### src/rtl/nx_node_decoder.sv
// Inbound message decoder: dispatches local messages as single-cycle pulses and buffers
// pass-through messages in a 2-entry bypass FIFO. NX_DECODER_STATS_EN enables message counters.
module nx_node_decoder #(
  parameter int unsigned ADDR_ROW_WIDTH = 4,
  parameter int unsigned ADDR_COL_WIDTH = 4,
  parameter int unsigned COMMAND_WIDTH  = 2,
  parameter int unsigned PAYLOAD_WIDTH  = 21,
  parameter int unsigned INSTR_WIDTH    = 15,
  parameter int unsigned INPUTS         = 8,
  parameter int unsigned OUTPUTS        = 8,
  localparam int unsigned MSG_W    = ADDR_ROW_WIDTH + ADDR_COL_WIDTH + COMMAND_WIDTH +
                                     PAYLOAD_WIDTH,
  localparam int unsigned INPUT_W  = $clog2(INPUTS),
  localparam int unsigned OUTPUT_W = $clog2(OUTPUTS)
) (
  input  logic                      clk_i,
  input  logic                      rst_i,
  input  logic [ADDR_ROW_WIDTH-1:0] node_row_i,
  input  logic [ADDR_COL_WIDTH-1:0] node_col_i,
  input  logic [MSG_W-1:0]          msg_data_i,
  input  logic                      msg_valid_i,
  output logic                      msg_ready_o,
  output logic [MSG_W-1:0]          byp_data_o,
  output logic                      byp_valid_o,
  input  logic                      byp_ready_i,
  output logic [INSTR_WIDTH-1:0]    instr_data_o,
  output logic                      instr_valid_o,
  output logic [OUTPUT_W-1:0]       map_idx_o,
  output logic [ADDR_ROW_WIDTH-1:0] map_tgt_row_o,
  output logic [ADDR_COL_WIDTH-1:0] map_tgt_col_o,
  output logic [INPUT_W-1:0]        map_tgt_idx_o,
  output logic                      map_tgt_seq_o,
  output logic                      map_valid_o,
  output logic [INPUT_W-1:0]        signal_index_o,
  output logic                      signal_is_seq_o,
  output logic                      signal_state_o,
  output logic                      signal_valid_o,
  output logic                      err_o,
  output logic [15:0]               stat_local_o,
  output logic [15:0]               stat_bypass_o
);

  localparam int unsigned CMD_LSB = PAYLOAD_WIDTH;
  localparam int unsigned COL_LSB = CMD_LSB + COMMAND_WIDTH;
  localparam int unsigned ROW_LSB = COL_LSB + ADDR_COL_WIDTH;
  // OUTPUT payload bit positions, LSB first: seq, tgt_idx, tgt_col, tgt_row, out_idx
  localparam int unsigned MAP_COL_LSB = INPUT_W + 1;
  localparam int unsigned MAP_ROW_LSB = MAP_COL_LSB + ADDR_COL_WIDTH;
  localparam int unsigned MAP_OUT_LSB = MAP_ROW_LSB + ADDR_ROW_WIDTH;

  localparam logic [COMMAND_WIDTH-1:0] CMD_LOAD = COMMAND_WIDTH'(0);
  localparam logic [COMMAND_WIDTH-1:0] CMD_MAP  = COMMAND_WIDTH'(1);
  localparam logic [COMMAND_WIDTH-1:0] CMD_SIG  = COMMAND_WIDTH'(2);

  logic [MSG_W-1:0]         hold_data_q, hold_data_d;
  logic                     hold_valid_q, hold_valid_d;
  logic [PAYLOAD_WIDTH-1:0] payload;
  logic [COMMAND_WIDTH-1:0] cmd;
  logic                     hold_local, dispatch, accept;
  logic                     is_load, is_map, is_sig, is_ctrl;

  logic [MSG_W-1:0] fifo_q [2];
  logic             rd_ptr_q, wr_ptr_q;
  logic [1:0]       count_q, count_d;
  logic             fifo_full, fifo_empty, push, pop;

  logic unused_hold_bits;
  assign unused_hold_bits = ^hold_data_q;

  assign payload    = hold_data_q[PAYLOAD_WIDTH-1:0];
  assign cmd        = hold_data_q[CMD_LSB +: COMMAND_WIDTH];
  assign hold_local = (hold_data_q[ROW_LSB +: ADDR_ROW_WIDTH] == node_row_i) &&
                      (hold_data_q[COL_LSB +: ADDR_COL_WIDTH] == node_col_i);

  assign fifo_full  = (count_q == 2'd2);
  assign fifo_empty = (count_q == 2'd0);
  assign pop        = !fifo_empty && byp_ready_i;
  // A full FIFO still accepts the hold when it is popped in the same cycle.
  assign push       = hold_valid_q && !hold_local && (!fifo_full || pop);
  assign dispatch   = hold_valid_q && hold_local;

  assign msg_ready_o = !hold_valid_q || hold_local || !fifo_full;
  assign accept      = msg_valid_i && msg_ready_o;

  assign byp_data_o  = fifo_q[rd_ptr_q];
  assign byp_valid_o = !fifo_empty;

  always_comb begin
    is_load = 1'b0;
    is_map  = 1'b0;
    is_sig  = 1'b0;
    is_ctrl = 1'b0;
    if (dispatch) begin
      is_load = (cmd == CMD_LOAD);
      is_map  = (cmd == CMD_MAP);
      is_sig  = (cmd == CMD_SIG);
      is_ctrl = !(is_load || is_map || is_sig);
    end
  end

  always_comb begin
    hold_valid_d = hold_valid_q;
    hold_data_d  = hold_data_q;
    if (dispatch || push) begin
      hold_valid_d = 1'b0;
    end
    if (accept) begin
      hold_valid_d = 1'b1;
      hold_data_d  = msg_data_i;
    end
  end

  always_comb begin
    count_d = count_q;
    unique case ({push, pop})
      2'b10:   count_d = count_q + 2'd1;
      2'b01:   count_d = count_q - 2'd1;
      default: count_d = count_q;
    endcase
  end

  always_ff @(posedge clk_i) begin
    if (!rst_i) begin
      hold_valid_q <= 1'b0;
      hold_data_q  <= '0;
      fifo_q[0]    <= '0;
      fifo_q[1]    <= '0;
      rd_ptr_q     <= 1'b0;
      wr_ptr_q     <= 1'b0;
      count_q      <= 2'd0;
    end else begin
      hold_valid_q <= hold_valid_d;
      hold_data_q  <= hold_data_d;
      count_q      <= count_d;
      if (push) begin
        fifo_q[wr_ptr_q] <= hold_data_q;
        wr_ptr_q         <= ~wr_ptr_q;
      end
      if (pop) begin
        rd_ptr_q <= ~rd_ptr_q;
      end
    end
  end

  always_ff @(posedge clk_i) begin
    if (!rst_i) begin
      instr_valid_o   <= 1'b0;
      instr_data_o    <= '0;
      map_valid_o     <= 1'b0;
      map_idx_o       <= '0;
      map_tgt_row_o   <= '0;
      map_tgt_col_o   <= '0;
      map_tgt_idx_o   <= '0;
      map_tgt_seq_o   <= 1'b0;
      signal_valid_o  <= 1'b0;
      signal_index_o  <= '0;
      signal_is_seq_o <= 1'b0;
      signal_state_o  <= 1'b0;
      err_o           <= 1'b0;
    end else begin
      instr_valid_o  <= is_load;
      map_valid_o    <= is_map;
      signal_valid_o <= is_sig;
      if (is_ctrl) begin
        err_o <= 1'b1;
      end
      if (is_load) begin
        instr_data_o <= payload[INSTR_WIDTH-1:0];
      end
      if (is_map) begin
        map_tgt_seq_o <= payload[0];
        map_tgt_idx_o <= payload[1 +: INPUT_W];
        map_tgt_col_o <= payload[MAP_COL_LSB +: ADDR_COL_WIDTH];
        map_tgt_row_o <= payload[MAP_ROW_LSB +: ADDR_ROW_WIDTH];
        map_idx_o     <= payload[MAP_OUT_LSB +: OUTPUT_W];
      end
      if (is_sig) begin
        signal_state_o  <= payload[0];
        signal_is_seq_o <= payload[1];
        signal_index_o  <= payload[2 +: INPUT_W];
      end
    end
  end

`ifdef NX_DECODER_STATS_EN
  logic [15:0] stat_local_q, stat_bypass_q;

  always_ff @(posedge clk_i) begin
    if (!rst_i) begin
      stat_local_q  <= 16'd0;
      stat_bypass_q <= 16'd0;
    end else begin
      if (dispatch && (stat_local_q != 16'hFFFF)) begin
        stat_local_q <= stat_local_q + 16'd1;
      end
      if (push && (stat_bypass_q != 16'hFFFF)) begin
        stat_bypass_q <= stat_bypass_q + 16'd1;
      end
    end
  end

  assign stat_local_o  = stat_local_q;
  assign stat_bypass_o = stat_bypass_q;
`else
  assign stat_local_o  = 16'd0;
  assign stat_bypass_o = 16'd0;
`endif

endmodule
### config.mk
export PLATFORM = sky130hd
export DESIGN_NAME = nx_node_decoder
export DESIGN_NICKNAME = d
export VERILOG_FILES = /design/src/rtl/nx_node_decoder.sv
export SDC_FILE = /design/constraint.sdc
export NUM_CORES = 1
export LEC_CHECK = 0
export CORE_MARGIN = 3
export CORE_UTILIZATION = 25
export DETAILED_ROUTE_END_ITERATION = 16
export PLACE_DENSITY = 0.5
export SYNTH_ARGS = -nofsm -noshare
export SYNTH_HDL_FRONTEND = slang
export SYNTH_SLANG_ARGS = --single-unit
### constraint.sdc
create_clock -name clk_i -period 11.9 [get_ports clk_i]
set_input_delay 2.975 -clock clk_i [delete_from_list [all_inputs] [get_ports clk_i]]
set_output_delay 2.975 -clock clk_i [all_outputs]
set_load 0.01 [all_outputs]
# Yosys cells after proc, flatten, opt, wreduce, memory -nomap -nowiden
# Memory sizes are Yosys's and may differ from the RTL's. A register that Yosys moved wholly into a read port is not among the register bits.
# Index checks and enable logic that the tools add are counted.
[totals]
elab_cells = 68
out_inout_bits = 104
memories = 1
regBits = 75
in_bits = 43
mem_bits_rw = 62
[memory_table]
columns = ["name", "words", "word_bits", "read_ports", "rd_ports_with_merged_regs", "wr", "line", "source"]
rows = [
  ["fifo_q", 2, 31, 1, 1, 2, "62", "logic [MSG_W-1:0] fifo_q [2];"],
]
[op_classes]
n_reduce_logical = 22
n_mux = 16
eq_ne = 7
n_bitwise = 2
addsub = 2
[ops]
columns = ["cell", "count"]
rows = [
  ["2-to-1 mux 31 bit", 1],
  ["OR reduction 31 bit", 1],
  ["2-to-1 mux 1 bit", 14],
  ["== test 4 bit", 2],
  ["== test 2 bit (second input constant)", 3],
  ["logical AND 1 bit", 6],
  ["logical OR 1 bit", 6],
  ["logical NOT 1 bit", 5],
  ["== test 2 x 1 -> 1 bit (second input constant)", 2],
  ["logical NOT 2 bit", 2],
  ["case mux 2 bit (2 select lines)", 1],
  ["nonzero test 2 bit", 2],
  ["adder 2 x 1 -> 2 bit (second input constant)", 1],
  ["inverter 1 bit", 2],
  ["subtractor 2 x 1 -> 2 bit (second input constant)", 1],
]

# Depth between registers and ports, before layout
# Gate-level depths: netlist (run 1).
[depth]
depth_word = 10
depth_mapped = 8
depth_no_buf = 7

# Least setup slack after synthesis (run 1)
# Ideal clock, no wire load.
[synth_timing]
path_kind = "input port to output port"
from = "input node_row_i[0]"
to = "output msg_ready_o"
stages = 6
path_buffers = 2
slack_ns = 5.071
arrival_ns = 3.854
t_required_ns = 8.925
path_cell_list = "xnor2_1 > and4_1 > buf_2 > buf_2 > a21oi_1 > inv_1"
[synth_between]
elab_chain_cells = 4
[synth_rtl]
columns = ["element", "line", "source"]
rows = [
  ["from (decl)", "18", "input logic [ADDR_ROW_WIDTH-1:0] node_row_i,"],
  ["== test 4 bit", "72", "assign hold_local = (hold_data_q[ROW_LSB +: ADDR_ROW_WIDTH] == node_row_i) &&"],
  ["logical AND 1 bit", "72", ""],
  ["logical OR 1 bit (2 in series)", "82", "assign msg_ready_o = !hold_valid_q || hold_local || !fifo_full;"],
  ["to (decl)", "22", "output logic msg_ready_o,"],
]
# Every way passes these cells.

# Final worst setup path (run 1)
# Ends and elaborated chain as after synthesis.

==> key figures, run 1 <==
Worst setup path
  • CP Capture Type: output port
  • CP Class: in -> out
  • Arrival time at the worst endpoint: 5300 ps
  • Startpoint Class: primary input
  • Crit path max fanout: 22
  • CP required: 8930 ps

Yosys
  • Synth Instances: 626
  • Seq/Total Area, Yosys: 52.4%
  • Yosys warns: 0
  • Syn_area_per_cell: 10.3 sq um
  • Synth top area share: 28.8%
  • Yosys cell types: 42
  • Cell taking the most area after synthesis: edfxtp_1
  • Most area-consuming cells after synthesis: edfxtp_1, dfxtp_1, and2_1, mux2i_1, mux2_2
  • #FFs+latches synth: 138
  • Mapped cell area: 6460 sq um

Timing
  • Final Cycle Share: 69.5%
  • Fmax: 0.121 GHz
  • Final hold violations: 0
  • Slew HR: 20.3%
  • Final Max Slew Viols: 0
  • Clock Skews: 9.41 ps
  • RSZ-0062 raised after global routing: false
  • Final WS setup: 3630 ps
  • Final setup violation count: 0
  • Sum Neg Setup Slack: 0 ps
  • Slew @ Worst Pin: 1190 ps
  • Fin crit period: 8270 ps

Global route
  • Global-route wire length before repair: 27500 microns
  • Total track usage: 12.7%
  • Final global-route overflow total: 0
  • Largest net degree at the start of global routing: 65
  • Vias in the first global route: 4723
  • Antenna violations before repair: 0

Floorplanning
  • DIE AREA: 27800 sq um
  • Ports: 147
  • CORE AREA: 25300 sq um
  • Initial Util: 25.6%
  • Die Span Y: 167 microns
  • Std cell rows: 58
  • Width of the die: 167 microns

Clock network
  • CTS Hold Buffers Added: 0
  • CTS clk-pin slew, worst paths: 60 ps
  • Setup Buffers After CTS: 0
  • CTS root buf: clkbuf_16
  • H-tree level count: 4
  • Worst-skew pair later-pin latency: 420 ps
  • Clock buffer count from CTS: 17
  • CTS tree: built
  • Clock sinks: 138
  • Post-CTS Resized: 0
  • Clock buffer depth: 2

Route
  • Routed len/inst: 16.5 microns
  • DR iter-0 viols: 249
  • Via density: 4.49
  • Vias: 4769
  • Detailed-route DRC error count: 0
  • First-pass iteration count of the detailed router: 5
  • ANT nets after route: 0
  • Routed WL: 17500 microns

Power
  • Pwr Density: 153 nW/um^2
  • P_leak: 0.00314 uW
  • Max VDD drop: 0.0890 mV

Flow run
  • Max_cap viols: 0

Cells and area
  • Area added between synthesis and finish: 29.2%
  • Final Util: 33.0%
  • Final instance area: 8340 sq um
  • # diodes: 0
  • Fin nets: 762
  • Fillcell total: 2576
  • Final cell count without fillers: 1061
  • Share of cells above drive strength 1: 11.1%

Place
  • Post-DP Area: 7770 sq um
  • Gpl congestion: 0.770
  • Dpl cells: 1029
  • DP HPWL: 11500 microns
  • IO buf count: 114
  • Setup WS pre-CTS: 3590 ps

Hold path
  • Hold WC Path Type: reg -> reg

Outcome
  • Outcome: finished clean
-- sequential cells by signal (all words and copies together) (netlist names), named ones only --
register / count
instr_data_o: 15
err_o: 1
signal_state_o: 1
hold_valid_q: 1
signal_valid_o: 1
instr_valid_o: 1
signal_is_seq_o: 1
map_valid_o: 1
rd_ptr_q: 1
map_idx_o: 3
hold_data_q: 31
map_tgt_idx_o: 3
count_q: 2
wr_ptr_q: 1
map_tgt_row_o: 4
map_tgt_seq_o: 1
fifo_q: 62
map_tgt_col_o: 4
signal_index_o: 3
-- critical path, cell delays in order --
cell and delay [ps]:
clkdlybuf4s50_1 470, xnor2_1 140, and4_1 860, a21oi_1 210, inv_1 90, clkdlybuf4s50_1 550
-- cells in the mapped netlist --
cell type	instances
o22ai_1	15
a21o_1	1
buf_1	4
a211oi_2	1
nand4_1	3
nor3_2	1
xnor2_1	10
nor2b_1	1
a21oi_1	18
buf_2	11
mux2_2	31
a211oi_1	1
nand2_1	70
and4_1	2
nand3_1	31
and3_1	16
xor2_1	1
buf_4	32
edfxtp_1	62
or3_1	1
o221ai_1	1
nor2_1	39
o21a_1	1
o311ai_0	15
and2_1	63
nand4_2	1
o211ai_1	1
a211o_1	15
o311ai_1	1
conb_1	1
o21ai_0	3
nor4_4	1
inv_1	5
dfxtp_1	76
ha_1	1
mux2i_1	36
nor4_1	2
clkbuf_1	31
nor3_1	15
buf_6	2
nand2b_1	2
or2_2	2
-- power breakdown --
group / internal (uW) / total [uW] / switching, uW
Combinational: 112 / 229 / 116
Sequential: 525 / 541 / 15.8
Clock: 292 / 510 / 218
Total: 929 / 1280 / 351
-- final cells by class --
type,instances,area (sq um),area share (%)
inverters,5,18.8,0.225
multi-input cells,434,2770,33.2
repair buffers,122,1190,14.3
well taps,330,413,4.95
clock inverters,14,138,1.65
flip-flops and latches,138,3380,40.6
clock buffers,18,429,5.14
-- cell usage in the layout (no fill, tap or decap), types with 4 or more instances in the layout --
cell             synthesis  routed
edfxtp_1                62      62
clkbuf_16                0      17
dfxtp_1                 76      76
buf_4                   32       9
nor3_1                  15      15
mux2_2                  31      31
inv_1                    5       5
nor2_1                  39      39
a21oi_1                 18      18
clkdlybuf4s50_1          0     112
o311ai_0                15      15
nand3_1                 31      31
conb_1                   1      32
o22ai_1                 15      15
inv_6                    0       5
and2_1                  63      63
xnor2_1                 10      10
and3_1                  16      16
nand2_1                 70      70
mux2i_1                 36      36
a211o_1                 15      15
clkinvlp_4               0       4
-- kinds of logic (layout without fill, tap and decap cells) --
logic type	Yosys count	after routing	synth area share (%)
compound gates	73	73	8.08
xor+xnor	11	11	1.49
fa+ha+maj	1	1	0.194
buf+inv	85	159	7.25
flops	138	138	52.4
mux	67	67	11.0
other cells	1	32	0.0581
simple gates	250	250	19.6
-- metrics by stage --
step | total power (uW) | hold WS, ps
floorplan | 683 | 467
global placement | 784 | 450
detailed placement | 784 | 448
CTS | 1300 | 462
global route | 1340 | 487
finish | 1280 | 461
-- worst paths after layout --
path | slack, ps | from | end | depth (start not counted)
max | 3630 | node_row_i[0] | msg_ready_o | 6
min | 460 | instr_data_o[9] | instr_data_o[9] | 2
max reg2reg | 9110 | hold_data_q[28] | instr_data_o[0] | 4
min reg2reg | 460 | instr_data_o[9] | instr_data_o[9] | 2
-- routing by layer --
metal	track usage [%]	wire length, microns	vias up
li1	-	-	2332
met1	17.8	8640	2289
met2	18.8	7720	128
met3	3.39	766	20
met4	4.77	396	0
met5	0	0	-
Power figures use the tool's default switching activity.
==> run 2, diff against run 1 <==
--- a/config.mk
+++ b/config.mk
@@ -8,7 +8,7 @@
 export CORE_MARGIN = 3
 export CORE_UTILIZATION = 25
 export DETAILED_ROUTE_END_ITERATION = 16
-export PLACE_DENSITY = 0.5
+export PLACE_DENSITY = 0.51
 export SYNTH_ARGS = -nofsm -noshare
 export SYNTH_HDL_FRONTEND = slang
 export SYNTH_SLANG_ARGS = --single-unit
==> constraint.sdc (replaced) <==
create_clock -name clk_i -period 6.9 [get_ports clk_i]
set_input_delay 1.725 -clock clk_i [delete_from_list [all_inputs] [get_ports clk_i]]
set_output_delay 1.725 -clock clk_i [all_outputs]
set_load 0.01 [all_outputs]
==> run 2 against run 1 <==
Cell count is essentially flat. Combinational power grew 74%. Sequential cell count is the same. Wire length shrank 0.15%. Critical path depth is the same. Highest routed layer unchanged. Via count shrank 0.31%. Core utilization is essentially flat. Die area is the same. Non-clock buffer count grew 1. Sequential share of layout area is essentially flat. Clock power grew 71%. Global-route usage shrank 0.26 points.
==> key figures, run 2 (synthesis results as in run 1) <==
Clock network
  • H-tree level count: 4 (unchanged)
  • CTS clk-pin slew, worst paths: 60 ps (about the same)
  • CTS Hold Buffers Added: 0 (unchanged)
  • Clock sinks: 138 (unchanged)
  • CTS tree: built
  • Clock buffer count from CTS: 17 (unchanged)
  • Clock buffer depth: 2 (unchanged)
  • Post-CTS Resized: 0 (unchanged)
  • Worst-skew pair later-pin latency: 420 ps (about the same)
  • Setup Buffers After CTS: 0 (unchanged)
  • CTS root buf: clkbuf_16

Timing
  • Final Max Slew Viols: 0 (unchanged)
  • Final setup violation count: 0 (unchanged)
  • Clock Skews: 9.38 ps (-0.0315 ps)
  • Fmax: 0.199 GHz
  • Final hold violations: 0 (unchanged)
  • Slew HR: 17.5% (-2.8 points)
  • Slew @ Worst Pin: 1230 ps (+42.9 ps)
  • Fin crit period: 5030 ps
  • RSZ-0062 raised after global routing: false
  • Sum Neg Setup Slack: 0 ps (unchanged)
  • Final Cycle Share: 72.9%

Floorplanning
  • Initial Util: 25.6% (unchanged)
  • Ports: 147 (unchanged)
  • Width of the die: 167 microns (unchanged)
  • CORE AREA: 25300 sq um (unchanged)
  • Die Span Y: 167 microns (unchanged)
  • Std cell rows: 58 (unchanged)
  • DIE AREA: 27800 sq um (unchanged)

Cells and area
  • Share of cells above drive strength 1: 11.1% (-0.015 points)
  • Largest register by flop count: fifo_q
  • Max reg flops: 62 (unchanged)
  • Commonest non-fill, non-tap cells in the layout: clkdlybuf4s50_1, dfxtp_1, nand2_1
  • Final cell count without fillers: 1062 (+0.094%)
  • # diodes: 0 (unchanged)
  • Area of the multi-input gates: 2770 sq um (unchanged)
  • Fin nets: 763 (+0.13%)
  • Leading registers by flop count: fifo_q: 62 flops, hold_data_q: 31 flops, instr_data_o: 15 flops
  • Register area: 3380 sq um (unchanged)
  • Final instance area: 8350 sq um (about the same)
  • Fillcell total: 2593 (+0.66%)
  • Most common cell after layout, fill and taps aside: clkdlybuf4s50_1
  • Area added between synthesis and finish: 29.2% (about the same)

Worst setup path
  • Arrival time at the worst endpoint: 3310 ps (-1990 ps)
  • Critical-path top delay cell: clkdlybuf4s50_1
  • Cell with the most instances on the worst path: clkdlybuf4s50_1
  • Reg2Reg Setup Slack: 4230 ps (-4880 ps)
  • RR Startpoint: hold_data_q[24]
  • Startpoint Class: primary input
  • Crit-path max cell delay: 480 ps (-380 ps)
  • CP Class: in -> out
  • Cell chain of the critical path: clkdlybuf4s50_1 > xnor2_1 > and4_1 > a21oi_1 > inv_1 > clkdlybuf4s50_1
  • Crit path max fanout: 2 (-91%)
  • FF-to-FF End: fifo_q[1][1]
  • R2R depth: 5 (+1)
  • CP Capture Type: output port
  • CP required: 5180 ps (-3750 ps)

Route
  • ANT nets after route: 0 (unchanged)
  • Routed WL: 17500 microns (-0.15%)
  • Via density: 4.48 (-0.41%)
  • First-pass iteration count of the detailed router: 4 (-1)
  • Routed len/inst: 16.5 microns (-0.25%)
  • Vias: 4754 (-0.31%)
  • DR iter-0 viols: 218 (-12%)
  • Detailed-route DRC error count: 0 (unchanged)

Hold path
  • Min-Delay Endpoint: map_idx_o[0]
  • Hold WC Path Type: reg -> reg
  • Hold Crit Start: map_idx_o[0]
  • Worst hold stages: 2 (unchanged)

Power
  • Net switching power: 596 uW (+70%)
  • Sequential Power Share: 42.3% (about the same)
  • Logic gate share of total power: 18.1% (+0.2 points)
  • P_leak: 0.00314 uW (+0.16%)
  • Sw Share: 27.1% (-0.33 points)
  • Clock network fraction of total power: 39.6% (-0.3 points)
  • Pwr Density: 264 nW/um^2 (+72%)
  • Overall Power: 2200 uW (+72%)
  • Internal Power: 1610 uW (+73%)
  • Max VDD drop: 0.166 mV (+86%)

Global route
  • Total track usage: 12.5% (-0.26 points)
  • Largest net degree at the start of global routing: 72 (+11%)
  • Global-route wire length before repair: 27100 microns (-1.5%)
  • Final global-route overflow total: 0 (unchanged)
  • Antenna violations before repair: 0 (unchanged)
  • Vias in the first global route: 4553 (-3.6%)

Place
  • Dpl cells: 1030 (+0.097%)
  • Gpl congestion: 0.746 (-3.1%)
  • IO buf count: 114 (unchanged)
  • DP HPWL: 11400 microns (-1.0%)
  • Post-DP Area: 7780 sq um (about the same)

Outcome
  • Outcome: finished clean

Flow run
  • Max_cap viols: 0 (unchanged)
==> run 2: final cells by class <==
cell class                      instances  share of cell area [%]
Clock buffer                           19                    5.31
Sequential cell                       138                    40.5
Inverter                                5                   0.225
Tap cell                              330                    4.95
Clock inverter                         13                    1.45
Timing Repair Buffer                  123                    14.4
Multi-Input combinational cell        434                    33.1
==> run 2: critical path, delay by kind of cell <==
family	cells	cell delay, ps
and+or+nand+nor	1	230
AOI/OAI and AO/OA	1	250
xor gates and xnor gates	1	140
buffers and inverters	3	970
==> run 2: worst max path at each step <==
stage | depth (start not counted) | slack (ps) | end | start
3_3_place_gp | 6 | 1880 | msg_ready_o | node_row_i[2]
2_1_floorplan | 5 | 1840 | fifo_q[0][0] | node_row_i[3]
5_1_grt | 6 | 1780 | msg_ready_o | node_row_i[3]
4_1_cts | 6 | 1870 | msg_ready_o | node_row_i[2]
6_report | 6 | 1870 | msg_ready_o | node_row_i[2]
3_5_place_dp | 6 | 1880 | msg_ready_o | node_row_i[2]
==> run 2: through the flow <==
step | setup slack (ps) | hold slack (ps) | util (%)
6_report | 1870 | 460 | 33.1
3_3_place_gp | 1880 | 443 | 30.8
5_1_grt | 1780 | 482 | 33.1
3_5_place_dp | 1880 | 446 | 30.8
4_1_cts | 1870 | 463 | 33.1
2_1_floorplan | 1840 | 467 | -
==> run 2: metal layers <==
layer  wire length (microns)  GRT usage (%)
met2                    7980           19.1
met5                       0              0
met4                     234           3.91
met3                    1030           3.77
met1                    8250           16.9
==> run 2: power groups by stage <==
stage	clock, uW	combinational (uW)	sequential (uW)
4_1_cts	890	407	932
3_5_place_dp	0	404	950
5_1_grt	933	433	937
6_report	873	399	931
2_1_floorplan	0	237	942
3_3_place_gp	0	406	949
==> run 3, diff against run 2 <==
--- a/config.mk
+++ b/config.mk
@@ -8,7 +8,7 @@
 export CORE_MARGIN = 3
 export CORE_UTILIZATION = 25
 export DETAILED_ROUTE_END_ITERATION = 16
-export PLACE_DENSITY = 0.51
+export PLACE_DENSITY = 0.5
 export SYNTH_ARGS = -nofsm -noshare
 export SYNTH_HDL_FRONTEND = slang
 export SYNTH_SLANG_ARGS = --single-unit
==> constraint.sdc (replaced) <==
create_clock -name clk_i -period 5.2 [get_ports clk_i]
set_input_delay 1.3 -clock clk_i [delete_from_list [all_inputs] [get_ports clk_i]]
set_output_delay 1.3 -clock clk_i [all_outputs]
set_load 0.01 [all_outputs]
==> run 3 against run 2 <==
Clock skew grew 1.5 ps. Sequential power grew 33%. Worst hold slack gained 3.0 ps. Critical path depth is the same. Cell count grew 0.28%. Worst setup slack lost 830 ps. Via count is essentially flat. Non-clock buffer count grew 3. Combinational power grew 32%. Highest routed layer unchanged.
==> key figures, run 3 (synthesis results as in run 1) <==
Route
  • ANT nets after route: 0 (unchanged)
  • Detailed-route DRC error count: 0 (unchanged)
  • DR iter-0 viols: 165 (-24%)
  • Via density: 4.46 (-0.32%)
  • Routed WL: 17700 microns (+1.2%)
  • First-pass iteration count of the detailed router: 5 (+1)
  • Routed len/inst: 16.6 microns (+0.92%)
  • Vias: 4752 (-0.042%)

Global route
  • Global-route wire length before repair: 28200 microns (+4.2%)
  • M2 GR Usage: 19.2% (+0.14 points)
  • Antenna violations before repair: 0 (unchanged)
  • Total track usage: 12.9% (+0.47 points)
  • GRT met1 Usage: 18.4% (+1.5 points)
  • GRT Max-Usage Layer: met2
  • Vias in the first global route: 4853 (+6.6%)
  • Largest net degree at the start of global routing: 64 (-11%)
  • GRT met3 Usage: 3.06% (-0.71 points)
  • Final global-route overflow total: 0 (unchanged)

Clock network
  • CTS Hold Buffers Added: 0 (unchanged)
  • CTS root buf: clkbuf_16
  • Clock sinks: 138 (unchanged)
  • Clock buffer count from CTS: 17 (unchanged)
  • Post-CTS Resized: 0 (unchanged)
  • H-tree level count: 4 (unchanged)
  • Clock buffer depth: 2 (unchanged)
  • CTS clk-pin slew, worst paths: 60 ps (about the same)
  • CTS tree: built
  • Setup Buffers After CTS: 0 (unchanged)
  • Worst-skew pair later-pin latency: 410 ps (about the same)

Cells and area
  • Commonest non-fill, non-tap cells in the layout: clkdlybuf4s50_1, dfxtp_1, nand2_1
  • Fin nets: 766 (+0.39%)
  • Share of cells above drive strength 1: 11.4% (+0.36 points)
  • Max reg flops: 62 (unchanged)
  • Final Util: 33.1% (unchanged)
  • # diodes: 0 (unchanged)
  • Leading registers by flop count: fifo_q: 62 flops, hold_data_q: 31 flops, instr_data_o: 15 flops
  • Area added between synthesis and finish: 29.2% (unchanged)
  • Most common cell after layout, fill and taps aside: clkdlybuf4s50_1
  • Largest register by flop count: fifo_q

Timing
  • Fmax: 0.240 GHz
  • Final Max Slew Viols: 0 (unchanged)
  • Final hold violations: 0 (unchanged)
  • Final setup violation count: 0 (unchanged)
  • Fin crit period: 4160 ps
  • Sum Neg Setup Slack: 0 ps (unchanged)
  • Final Cycle Share: 80.0%
  • Clock Skews: 10.9 ps (+1.50 ps)
  • RSZ-0062 raised after global routing: false
  • Slew HR: 25.7% (+8.2 points)
  • Slew @ Worst Pin: 1110 ps (-119 ps)

Place
  • DP HPWL: 11700 microns (+2.9%)
  • Gpl congestion: 0.777 (+4.2%)
  • IO buf count: 114 (unchanged)

Worst setup path
  • Startpoint Class: primary input
  • FF-to-FF End: fifo_q[1][2]
  • R2R depth: 6 (+1)
  • CP Class: in -> out
  • Buf/Inv on CP: 3 (unchanged)
  • Crit path max fanout: 2 (unchanged)
  • RR Startpoint: hold_data_q[27]
  • Arrival time at the worst endpoint: 2860 ps (-450 ps)
  • Cell with the most instances on the worst path: clkdlybuf4s50_1
  • CP Capture Type: output port
  • Crit-path max cell delay: 530 ps (+50 ps)
  • CP delay by family, top: buffers and inverters
  • CP required: 3900 ps (-1280 ps)
  • Reg2Reg Setup Slack: 2660 ps (-1570 ps)
  • Critical-path top delay cell: clkdlybuf4s50_1
  • Cell chain of the critical path: clkdlybuf4s50_1 > xnor2_1 > and4_1 > a21oi_1 > inv_1 > clkdlybuf4s50_1

Outcome
  • Outcome: finished clean

Floorplanning
  • CORE AREA: 25300 sq um (unchanged)
  • Die Span Y: 167 microns (unchanged)
  • DIE AREA: 27800 sq um (unchanged)
  • Initial Util: 25.6% (unchanged)
  • Std cell rows: 58 (unchanged)
  • Width of the die: 167 microns (unchanged)
  • Ports: 147 (unchanged)

Hold path
  • Hold Crit Start: map_tgt_row_o[1]
  • Hold WC Path Type: reg -> reg
  • Min-Delay Endpoint: map_tgt_row_o[1]
  • Worst hold stages: 2 (unchanged)

Power
  • Max VDD drop: 0.167 mV (+0.59%)
  • Pwr Density: 345 nW/um^2 (+31%)
  • P_leak: 0.00316 uW (+0.58%)

Flow run
  • Max_cap viols: 0 (unchanged)
[run 3: worst max path at each step]
stage,end,cells past startpoint,from,slack (ps)
detailed placement,msg_ready_o,6,node_row_i[2],1030
finish,msg_ready_o,6,node_row_i[2],1040
global placement,msg_ready_o,6,node_row_i[3],1050
floorplan,fifo_q[0][0],5,node_row_i[3],570
CTS,msg_ready_o,6,node_row_i[2],1030
global route,msg_ready_o,6,node_row_i[3],970
[run 3: metal layers]
| metal | part of all wire, % | wire length, microns | vias up |
|---|---|---|---|
| met5 | 0 | 0 | - |
| met4 | 1.6 | 290 | 0 |
| met3 | 4.5 | 804 | 14 |
| met2 | 44 | 7800 | 120 |
| met1 | 50 | 8820 | 2277 |
| li1 | - | - | 2341 |
[run 3: final cells by class]
type	instances	area, sq um
Fill cell	2584	16900
Multi-Input combinational cell	434	2770
Sequential cell	138	3380
Inverter	5	18.8
Clock buffer	22	474
Tap cell	330	413
Clock inverter	10	67.6
Timing Repair Buffer	126	1220
[run 3: report_power, final]
group | internal (uW) | leakage, uW | total, uW | switching, uW
Clock | 647 | 0.000267 | 1110 | 466
Sequential | 1200 | 0.00127 | 1240 | 35.2
Combinational | 260 | 0.00163 | 527 | 267
Total | 2110 | 0.00316 | 2880 | 768
[run 3: stage by stage]
stage / cells / setup WS, ps / hold slack, ps / cell area, sq um / total power (uW)
global route: 1065 / 966 / 497 / 8350 / 3010
global placement: 1033 / 1050 / 451 / 7800 / 1800
finish: 1065 / 1040 / 463 / 8350 / 2880
CTS: 1065 / 1030 / 463 / 8350 / 2920
floorplan: 657 / 565 / 467 / 6580 / 1560
detailed placement: 1033 / 1030 / 446 / 7800 / 1800
[run 3: worst register-to-register path, delay by kind of cell, from the launching register on]
family / cells / cell delay (ps)
flops: 1 / 410
simple gates: 1 / 120
compound gates: 2 / 870
buf+inv: 2 / 680
xor+xnor: 1 / 120
==> variant, RTL diff (settings of run 3) <==
Set the parameter `COMMAND_WIDTH` to 4 (it was 2).
--- a/src/rtl/nx_node_decoder.sv
+++ b/src/rtl/nx_node_decoder.sv
@@ -3,7 +3,7 @@
 module nx_node_decoder #(
   parameter int unsigned ADDR_ROW_WIDTH = 4,
   parameter int unsigned ADDR_COL_WIDTH = 4,
-  parameter int unsigned COMMAND_WIDTH  = 2,
+  parameter int unsigned COMMAND_WIDTH  = 4,
   parameter int unsigned PAYLOAD_WIDTH  = 21,
   parameter int unsigned INSTR_WIDTH    = 15,
   parameter int unsigned INPUTS         = 8,
Interface: changed (resized byp_data_o and msg_data_i); port bits go from 147 to 151. No check against the original RTL was run, so the function may have changed too.
==> variant against run 3 <==
Critical path depth decreased by 1; total power increased by 5.2%; setup slack worse by 0.39 ns; synthesized cell count fell by 15%; wire length shrank 9.8%; area after synthesis down 3.6%; design area decreased by 1.5%; sequential cell count grew 6; highest routed layer unchanged.
==> variant: results (changes against run 3) <==
leakage power of the design=0.00306 uW (was 0.00316 uW); count of filler cells inserted in the layout=2435 (was 2584); Distinct cells, synth=34 (was 42); Synth area leaders=sky130_fd_sc_hd__edfxtp_1 32%, sky130_fd_sc_hd__dfxtp_1 25%, sky130_fd_sc_hd__mux2i_1 11% (was sky130_fd_sc_hd__edfxtp_1 29%, sky130_fd_sc_hd__dfxtp_1 24%, sky130_fd_sc_hd__and2_1 6.1%); global-route wire length before repair=24.1 mm (was 28.2 mm); leading cell types by count after synthesis=78 x sky130_fd_sc_hd__dfxtp_1, 69 x sky130_fd_sc_hd__nand2_1, 68 x sky130_fd_sc_hd__mux2i_1, 66 x sky130_fd_sc_hd__and2_1, 66 x sky130_fd_sc_hd__edfxtp_1 (was 76 x sky130_fd_sc_hd__dfxtp_1, 70 x sky130_fd_sc_hd__nand2_1, 63 x sky130_fd_sc_hd__and2_1, 62 x sky130_fd_sc_hd__edfxtp_1, 39 x sky130_fd_sc_hd__nor2_1); Tot GR Track Use=12.1% (was 12.9%); maximum number of pins on one net before global-route repair=71 (was 64); Post-layout nets=692 (was 766); final weighted congestion of routability-driven global placement=0.731 (was 0.777); critical path fanouts, max=6 (was 2); Detail Placement HPWL=10.3 mm (was 11.7 mm); result of the run=complete, no violations (unchanged); Max IR drop VDD=0.180 mV (was 0.167 mV); normalized max-slew margin=35.6% (was 25.7%); fraction of final layout cells sized beyond drive strength 1=13.8% (was 11.4%); fraction of synthesized cell area in xor and xnor cells=1.69% (was 1.49%); slowest cell delay on critical path=0.60 ns (was 0.53 ns); vias in the first global route=4136 (was 4853); Vias=4028 (was 4752); total wirelength of the detailed-routed design=16.0 mm (was 17.7 mm); count of routing violations after the opening detailed-route iteration=118 (was 165); worst slack after detailed placement=0.617 ns (was 1.03 ns); synthesized-area fraction occupied by ao, oa, aoi and oai cells=1.33% (was 8.08%); Port Buffer Count=118 (was 114); registers with the most flip-flops=fifo_q (66), hold_data_q (33), instr_data_o (15) (was fifo_q (62), hold_data_q (31), instr_data_o (15)); post-synthesis mux area share=16.9% (was 11.0%); number of synthesized flops with an enable pin=66 (was 62)
-- variant: where the power goes --
group	switching [uW]	leakage, uW	internal, uW
Sequential	81.4	0.00133	1260
Clock	529	0.000276	673
Combinational	221	0.00145	267
-- variant: routing by layer --
metal  vias to the layer above  share of wire (%)  wire length, um  global-route usage [%]
met3                        16                5.0              792                    2.72
met5                         -                  0                0                       0
met2                       107                 49             7890                    20.4
li1                       1967                  -                -                       -
met4                         0                1.4              225                    4.58
met1                      1938                 44             7060                    15.0
-- variant: worst paths after layout --
check / start / end / slack, ns / cells past startpoint
setup reg to reg: hold_data_q[25] / fifo_q[0][18] / 2.58 / 6
hold reg to reg: hold_data_q[18] / hold_data_q[18] / 0.47 / 2
hold / removal: hold_data_q[18] / hold_data_q[18] / 0.47 / 2
setup / recovery: node_col_i[0] / msg_ready_o / 0.65 / 5
-- variant: cells by family after synthesis --
family,Yosys count
buffers and inverters,64
flip-flops,144
AND/OR/NAND/NOR,198
adder cells (fa/ha/maj),1
AO/OA/AOI/OAI,9
other,1
XOR/XNOR,12
multiplexers,101
-- variant: final cells by class --
cell class / count / area (um^2) / area share, %
multi-input combinational: 353 / 2430 / 29.6
timing repair buffer: 126 / 1250 / 15.2
tap: 324 / 405 / 4.93
inverter: 4 / 15.0 / 0.183
clock buffer: 17 / 425 / 5.18
sequential: 144 / 3540 / 43.1
clock inverter: 15 / 149 / 1.81
-- variant: through the flow --
stage / power (uW) / utilization (%) / instance area [um^2] / hold slack (ns) / std cells
CTS: 3090 / 33.7 / 8220 / 0.466 / 983
finish: 3030 / 33.7 / 8220 / 0.465 / 983
global route: 3160 / 33.7 / 8220 / 0.490 / 983
global placement: 1850 / 31.3 / 7650 / 0.447 / 951
detailed placement: 1860 / 31.3 / 7650 / 0.457 / 951
floorplan: 1620 / - / 6340 / 0.439 / 561
